--- config.mk ---
export PLATFORM = sky130hd
export DESIGN_NAME = fft16_input_loader_flat
export DESIGN_NICKNAME = d
export VERILOG_FILES = /design/src/rtl/fft16_if.sv /design/src/rtl/fft16_input_loader.sv /design/src/flat_wrapper.sv
export SDC_FILE = /design/constraint.sdc
export NUM_CORES = 2
export LEC_CHECK = 0
export CAP_MARGIN = 20
export CORE_ASPECT_RATIO = 1.1
export CORE_MARGIN = 2
export CORE_UTILIZATION = 30
export CTS_CLUSTER_SIZE = 14
export DETAILED_ROUTE_END_ITERATION = 7
export GPL_TIMING_DRIVEN = 0
export SLEW_MARGIN = 20
export SYNTH_ARGS = -nofsm -noshare
export SYNTH_HDL_FRONTEND = slang
export SYNTH_HIERARCHICAL = 1
export SYNTH_SLANG_ARGS = --single-unit
export TNS_END_PERCENT = 10
--- constraint.sdc ---
create_clock -name i_clk -period 2.52 [get_ports i_clk]
set_input_delay 0.378 -clock i_clk [delete_from_list [all_inputs] [get_ports i_clk]]
set_output_delay 0.378 -clock i_clk [all_outputs]
set_load 0.01 [all_outputs]
--- src/rtl/fft16_if.sv ---
// Sample-stream and frame handshake bundle between the sample source,
// the 16-point input loader and the parallel FFT core.
interface fft16_if #(
  parameter int N = 16
);
  logic              s_valid;
  logic              s_ready;
  logic [N-1:0]      s_re;
  logic [N-1:0]      s_im;
  logic              s_last;
  logic              o_frame_valid;
  logic              i_frame_ready;
  logic [16*N-1:0]   o_frame_re;
  logic [16*N-1:0]   o_frame_im;
  logic              o_err;

  modport slave (
    input  s_valid, s_re, s_im, s_last, i_frame_ready,
    output s_ready, o_frame_valid, o_frame_re, o_frame_im, o_err
  );

  modport master (
    output s_valid, s_re, s_im, s_last, i_frame_ready,
    input  s_ready, o_frame_valid, o_frame_re, o_frame_im, o_err
  );
endinterface

--- src/rtl/fft16_input_loader.sv ---
// Serial-to-parallel frame loader for the 16-point FFT: collects 16 complex
// samples per frame into one of two ping-pong banks, optionally bit-reversed.

// One FFT lane: one complex entry in each of the two banks.
module fft16_lane #(
  parameter int N = 16
) (
  input  logic         clk,
  input  logic         rst,
  input  logic         we,
  input  logic         wbank,
  input  logic         rbank,
  input  logic [N-1:0] din_re,
  input  logic [N-1:0] din_im,
  output logic [N-1:0] dout_re,
  output logic [N-1:0] dout_im
);
  logic [1:0][N-1:0] re_q, im_q;

  always_ff @(posedge clk) begin
    if (!rst) begin
      re_q <= '0;
      im_q <= '0;
    end else if (we) begin
      re_q[wbank] <= din_re;
      im_q[wbank] <= din_im;
    end
  end

  assign dout_re = re_q[rbank];
  assign dout_im = im_q[rbank];
endmodule

module fft16_input_loader #(
  parameter int N      = 16,
  parameter int Q      = 8,
  parameter int BITREV = 1
) (
  input logic  i_clk,
  input logic  i_rst,
  fft16_if.slave bus
);
  localparam int NUM_LANES = 16;

  if (Q > N) begin : g_q_range
    $error("fft16_input_loader: Q must not exceed N");
  end

  logic [1:0]                      full;
  logic                            wr_ptr, rd_ptr;
  logic [3:0]                      cnt;
  logic                            err;
  logic                            acc, early, commit, cons;
  logic [3:0]                      lane;
  logic [NUM_LANES-1:0]            lane_we;
  logic [NUM_LANES-1:0][N-1:0]     frame_re, frame_im;

  assign bus.s_ready = i_rst & ~full[wr_ptr];
  assign acc         = bus.s_valid & bus.s_ready;
  assign early       = acc & bus.s_last & (cnt != 4'd15);
  assign commit      = acc & (cnt == 4'd15);
  assign cons        = full[rd_ptr] & bus.i_frame_ready;
  assign lane        = (BITREV != 0) ? {cnt[0], cnt[1], cnt[2], cnt[3]} : cnt;

  // Commit and consume always target opposite banks: the write bank is
  // never full while accepting, and the read bank is full while consuming.
  always_ff @(posedge i_clk) begin
    if (!i_rst) begin
      full   <= '0;
      wr_ptr <= 1'b0;
      rd_ptr <= 1'b0;
      cnt    <= '0;
      err    <= 1'b0;
    end else begin
      if (cons) begin
        full[rd_ptr] <= 1'b0;
        rd_ptr       <= ~rd_ptr;
      end
      if (commit) begin
        full[wr_ptr] <= 1'b1;
        wr_ptr       <= ~wr_ptr;
      end
      if (early)
        cnt <= '0;
      else if (acc)
        cnt <= cnt + 4'd1;
      if (early | (commit & ~bus.s_last))
        err <= 1'b1;
    end
  end

  // The early-last sample itself is dropped; earlier partial entries are
  // simply overwritten by the next full frame.
  for (genvar j = 0; j < NUM_LANES; j++) begin : g_lane
    assign lane_we[j] = acc & ~early & (lane == 4'(j));

    fft16_lane #(.N(N)) u_lane (
      .clk     (i_clk),
      .rst     (i_rst),
      .we      (lane_we[j]),
      .wbank   (wr_ptr),
      .rbank   (rd_ptr),
      .din_re  (bus.s_re),
      .din_im  (bus.s_im),
      .dout_re (frame_re[j]),
      .dout_im (frame_im[j])
    );
  end

  assign bus.o_frame_valid = full[rd_ptr];
  assign bus.o_frame_re    = frame_re;
  assign bus.o_frame_im    = frame_im;
  assign bus.o_err         = err;
endmodule

--- src/flat_wrapper.sv ---
// flat-port wrapper written by rule: the top's interface ports become plain ports
module fft16_input_loader_flat 
#(
  parameter int N      = 16,
  parameter int Q      = 8,
  parameter int BITREV = 1
)
  (i_clk, i_rst, bus_s_valid, bus_s_re, bus_s_im, bus_s_last, bus_i_frame_ready, bus_s_ready, bus_o_frame_valid, bus_o_frame_re, bus_o_frame_im, bus_o_err);
  fft16_if #(.N(N)) bus_i ();
  input logic i_clk;
  input logic i_rst;
  input wire logic [$bits(bus_i.s_valid)-1:0] bus_s_valid;
  input wire logic [$bits(bus_i.s_re)-1:0] bus_s_re;
  input wire logic [$bits(bus_i.s_im)-1:0] bus_s_im;
  input wire logic [$bits(bus_i.s_last)-1:0] bus_s_last;
  input wire logic [$bits(bus_i.i_frame_ready)-1:0] bus_i_frame_ready;
  output wire logic [$bits(bus_i.s_ready)-1:0] bus_s_ready;
  output wire logic [$bits(bus_i.o_frame_valid)-1:0] bus_o_frame_valid;
  output wire logic [$bits(bus_i.o_frame_re)-1:0] bus_o_frame_re;
  output wire logic [$bits(bus_i.o_frame_im)-1:0] bus_o_frame_im;
  output wire logic [$bits(bus_i.o_err)-1:0] bus_o_err;
  assign bus_i.s_valid = bus_s_valid;
  assign bus_i.s_re = bus_s_re;
  assign bus_i.s_im = bus_s_im;
  assign bus_i.s_last = bus_s_last;
  assign bus_i.i_frame_ready = bus_i_frame_ready;
  assign bus_s_ready = bus_i.s_ready;
  assign bus_o_frame_valid = bus_i.o_frame_valid;
  assign bus_o_frame_re = bus_i.o_frame_re;
  assign bus_o_frame_im = bus_i.o_frame_im;
  assign bus_o_err = bus_i.o_err;
  fft16_input_loader #(.N(N), .Q(Q), .BITREV(BITREV)) u_core (.i_clk(i_clk), .i_rst(i_rst), .bus(bus_i));
endmodule
# After elaboration in Yosys (flattened, before gate mapping)
# Cells that the tools add are included.
[totals]
ff_bits = 1033
output_inout_bits = 515
[classes]
n_addsub = 1
magnitude_cmp = 4
eq_ne = 17
mux = 109
n_bitwise = 34
reduce_logical = 4
[ops]
columns = ["operator", "count"]
rows = [
  ["$mux W16", 65],
  ["$bwmux W32", 32],
  ["$eq A4 B4 Y1 const B", 9],
  ["$and A1 B1 Y1", 24],
  ["$demux W16 S1", 1],
  ["$eq A4 B3 Y1 const B", 4],
  ["$eq A4 B2 Y1 const B", 2],
  ["$mux W1", 6],
  ["$mux W2", 3],
  ["$not A1 Y1", 6],
  ["$add A4 B1 Y4 const B", 1],
  ["$eq A4 B1 Y1 const B", 1],
  ["$logic_not A4 Y1", 1],
  ["$lt A1 B2 Y1 const B", 2],
  ["$ne A4 B4 Y1 const B", 1],
  ["$and A2 B2 Y2", 1],
  ["$demux W1 S1", 2],
  ["$ge A1 B1 Y1 const B", 2],
  ["$logic_and A1 B1 Y1", 2],
  ["$not A2 Y2", 1],
  ["$or A2 B2 Y2", 1],
  ["$reduce_or A2 Y1", 1],
  ["$or A1 B1 Y1", 1],
]

# Longest topological paths before layout
[depth]
word_depth = 10
mapped_depth = 8
depth_no_buf = 6

# Hierarchy
# The synthesis kept the hierarchy.
[modules_own_cells]
columns = ["module", "instances", "cells_each", "area_per_inst_um2", "seq_area_each_um2"]
rows = [
  ["fft16_lane", 16, 281, 2825.2, 1281.2],
  ["fft16_input_loader", 1, 90, 710.7, 180.2],
]

# Worst setup path before layout
# No wires, ideal clock.
[synth_path]
path_kind = "register to register"
startpoint = "reg u_core.wr_ptr"
endpoint = "reg u_core/g_lane[0].u_lane/im_q[0] in the netlist's numbering"
setup_ns = 0.072
arrival_ns = 2.287
required_ns = 2.448
path_slack_ns = 0.162
path_stages_with_launch = 8
path_cell_list = "dfxtp_1 mux2i_4 nand2_4 nor4_2 nor2b_1 buf_2 buf_6 mux2i_1"
[synth_between]
elab_chain_len = 10
elab_cells_between_ends = 16
[synth_lines]
columns = ["element", "line_no", "source"]
rows = [
  ["start: declaration", "fft16_input_loader.sv:50", "logic wr_ptr, rd_ptr;"],
  ["start signal: assignment", "fft16_input_loader.sv:81", "wr_ptr <= ~wr_ptr;"],
  ["$mux W1 (implied by the code) (*) (2 in a row)", "fft16_input_loader.sv:58", "assign bus.s_ready = i_rst & ~full[wr_ptr];"],
  ["$not A1 Y1 (*)", "fft16_input_loader.sv:58", ""],
  ["$and A1 B1 Y1 (*)", "fft16_input_loader.sv:58", ""],
  ["$and A1 B1 Y1 (*)", "fft16_input_loader.sv:59", "assign acc = bus.s_valid & bus.s_ready;"],
  ["$and A1 B1 Y1 (2 in a row)", "fft16_input_loader.sv:60", "assign early = acc & bus.s_last & (cnt != 4'd15);"],
  ["$not A1 Y1", "fft16_input_loader.sv:95", "assign lane_we[j] = acc & ~early & (lane == 4'(j));"],
  ["$and A1 B1 Y1 (*) (2 in a row)", "fft16_input_loader.sv:95", ""],
  ["named net u_core.lane_we[0]", "fft16_input_loader.sv:55", "logic [NUM_LANES-1:0] lane_we;"],
  ["end signal: indexed assignment", "fft16_input_loader.sv:26", "im_q[wbank] <= din_im;"],
  ["end: declaration", "fft16_input_loader.sv:18", "logic [1:0][N-1:0] re_q, im_q;"],
]
# The timed path passes the listed nets; every way through them passes the cells marked *. The select of a mux whose other input is x is not followed.
# A chain may end at the register's enable or synchronous reset.

# Final worst setup path
[layout_path]
startpoint = "reg u_core.rd_ptr"
endpoint = "out bus_o_frame_im[125]"
[layout_between]
elab_chain_len = 2
[layout_lines]
columns = ["element", "line_no", "source"]
rows = [
  ["start: declaration", "fft16_input_loader.sv:50", ""],
  ["start signal: assignment", "fft16_input_loader.sv:77", "rd_ptr <= ~rd_ptr;"],
  ["$mux W16 (implied by the code) (2 in a row)", "fft16_input_loader.sv:31", "assign dout_im = im_q[rbank];"],
  ["end: declaration", "flat_wrapper.sv:20", "output wire logic [$bits(bus_i.o_frame_im)-1:0] bus_o_frame_im;"],
]
# No other way between the ends. The select of a mux whose other input is x is not followed.

==> results.md <==
- Final period util: 107%
- # H-tree levels: 3
- Global-route wire length before repair: 251 mm
- Classification of the worst setup path: reg -> out
- TritonCTS clock tree: done
- Clock period minus worst slack: 2.70 ns
- Most frequent cells in the layout: 1546 x nand2_1, 1031 x dfxtp_1, 1024 x mux2i_1, 285 x mux2_2, 238 x clkbuf_2
- Via/cell ratio: 4.88
- Inserted Clock Buffers: 112
- Clock sink total: 1033
- ANT nets after route: 0
- Worst setup EP type: output pin
- Max-cap violations: 0
- Count of pins over their slew limit: 0
- Number of I/O port buffers: 551
- Vias in the first global route: 36300
- XOR/XNOR Fraction of Synth Area: 0.0191%
- Commonest non-fill, non-tap cell in the layout: nand2_1
- Power density over cell area: 605 nW/µm²
- Die Wd: 377 µm
- Startpoint types: register
- Design Power: 0.0358 W
- Yosys top cell area share: 45.0%
- Adder-Cell Fraction of Synth Area: 0.109%
- RSZ-0062 raised after global routing: true
- Initial Util: 30.2%
- Maximum VDD drop: 0.588 mV
- # DRC: 0
- Main combinational cell family by area after synthesis: multiplexers
- Ys flop type: dfxtp_1
- DRT iter0 DRCs: 2413
- Final wirelength: 176 mm
- Core ar.: 152000 µm²
- Hold Path Class: in -> reg
- Worst setup margin: -0.178 ns
- Post-DR wirelength/cell: 23.7 µm
- Clock transition at path regs: 0.06 ns
- Area leader, netlist: dfxtp_1
- Nets@finish: 5375
- CTS Hold Buffers Added: 0
- Fill cells: 14900
- Sequential fraction of the synthesis area: 45.0%
- Die Span Y: 414 µm
- Vias: 36200
- Die ar.: 156000 µm²
- Simple-gate share of the synthesized area: 13.5%
- Max Clock Skew: 0.0366 ns
- Worst path required time: 2.14 ns
- GRT overflow: 0
- Slew margin rel.: 50.3%
- Syn Std Cell Area: 45900 µm²
- GPL Wtd Cong: 0.782
- First-pass DRT Iterations: 7
- LEAKAGE: 23.0 nW
- Worst-path fanout max: 10
- DP Area: 54200 µm²
- EDFF count, synth: 0
- Synth Area in Compound Gates: 0.264%
- Worst-Skew Late Latency: 0.74 ns
- Fmax: 371 MHz
- Area of the multi-input gates: 23300 µm²
- CTS max path bufs: 3
- Setup violations, final: 234
- Register area: 20700 µm²
- Avg Synthesized Cell Area: 10.0 µm²
- # IOs: 552
- Ranking of synthesized cells by area: dfxtp_1 45%, mux2i_1 22%, nand2_1 13%
- Count of final hold-check violations: 0
- HPWL Detailed: 122 mm
- Synthesized Nets: 4627
- Overall Global Routing Usage: 21.7%
- Clock root cell: clkbuf_16
- FFs w/ async S/R, synth: 0%
- Reg2reg setup slack: 0.07 ns
- Row Count: 150
- Largest net degree at the start of global routing: 25
- Ratio of cells with drive above 1 in the final layout: 29.3%
- Initial antenna violation count: 12
- Gate Count Post-Synth: 4586
- Synthesis Warnings: 6
- Final instance area: 59200 µm²
- CP arrival: 2.32 ns
- Worst Max-Slew Pin Slew: 0.746 ns
- Netlist cell types: 40
- Mux cell area share after synthesis: 35.0%
- Worst slack, placed: -0.710 ns
- Failing checks: negative setup slack
- Area delta synth->final: 29.0%
- Status: complete, but fails checks
- Synth Register Bits: 1033
[synthesized netlist by cell type (3+ instances only)]
cell type,n
nand2_1,1546
dfxtp_1,1033
mux2i_1,1024
mux2_2,481
buf_4,130
buf_2,98
buf_6,96
clkbuf_1,32
mux2_1,32
and2_1,16
clkbuf_2,16
nor2b_1,16
nor2_1,14
inv_1,9
ha_1,4
nor3_1,4
a21oi_1,3
a31oi_1,3
nand3_1,3
o211ai_1,3
[report_power, final]
part / internal (W) / switching, W
sequential: 0.0164 / 0.0000148
clock: 0.0104 / 0.00726
combinational: 0.000429 / 0.00136
[per-layer routing]
metal  track usage (%)  up-vias  part of all wire, %
met5                 0        -               0.0085
met4              8.45        4                  3.8
met3              2.98      271                  4.8
met1              27.6    18000                   43
li1                  -    16800                    -
met2              36.8     1078                   48
[what timing repair did]
action	4_1_cts	5_1_grt
cloned	8	5
setup buffers	39	16
gates resized for setup	1522	664
setup endpoints to repair	1525	736
[cell type report]
type	instances	share of cell area, %
diodes	8	0.0338
plain buffers	367	5.91
clock buffers	165	5.63
clock inverters	44	1.02
inverters	9	0.0570
multi-input cells	3172	39.4
flip-flops and latches	1033	34.9
well taps	1976	4.17
repair buffers	639	8.84
[cell families after synthesis]
family	after synthesis
and+or+nand+nor	1611
buffers and inverters	381
adders and majority gates	4
xor gates and xnor gates	1
muxes	1539
AOI/OAI and AO/OA	17
DFF	1033
[worst paths after layout]
kind                                                        from                                to  cells after the start
worst max-delay path                               u_core/rd_ptr               bus_o_frame_im[125]                      5
worst min-delay path                                bus_s_re[15]  u_core/g_lane[4].u_lane/re_q[31]                      3
worst max register to register                     u_core/wr_ptr  u_core/g_lane[4].u_lane/im_q[20]                      7
worst min register to register  u_core/g_lane[2].u_lane/im_q[22]  u_core/g_lane[2].u_lane/im_q[22]                      2
[worst max-delay path, cell delays in order (launching register included)]
cell and delay [ns]:
dfxtp_4 0.39, buf_12 0.17, clkbuf_16 0.19, buf_12 0.14
mux2_2 0.37, dlygate4sd2_1 0.30
[state kept, by name, summed over array words and instances (netlist names)]
signal / flops
u_core/g_lane.u_lane/re_q: 512
u_core/cnt: 4
u_core/bus.o_err: 1
u_core/wr_ptr: 1
u_core/rd_ptr: 1
u_core/g_lane.u_lane/im_q: 512
u_core/full: 2
[through the flow]
| stage | TNS (ns) | instances | hold WS (ns) | utilization (%) |
|---|---|---|---|---|
| after floorplan | 0 | 4586 | 0.431 | - |
| after global placement | -2959.95 | 7113 | 0.438 | 35.5 |
| after detailed placement | -446.59 | 7135 | 0.444 | 35.7 |
| after CTS | -102.48 | 7391 | 0.0676 | 39.2 |
| after global routing | -48.96 | 7405 | 0.123 | 38.9 |
| final | -10.31 | 7413 | 0.144 | 39.0 |
(Power assumes the default switching activity.)
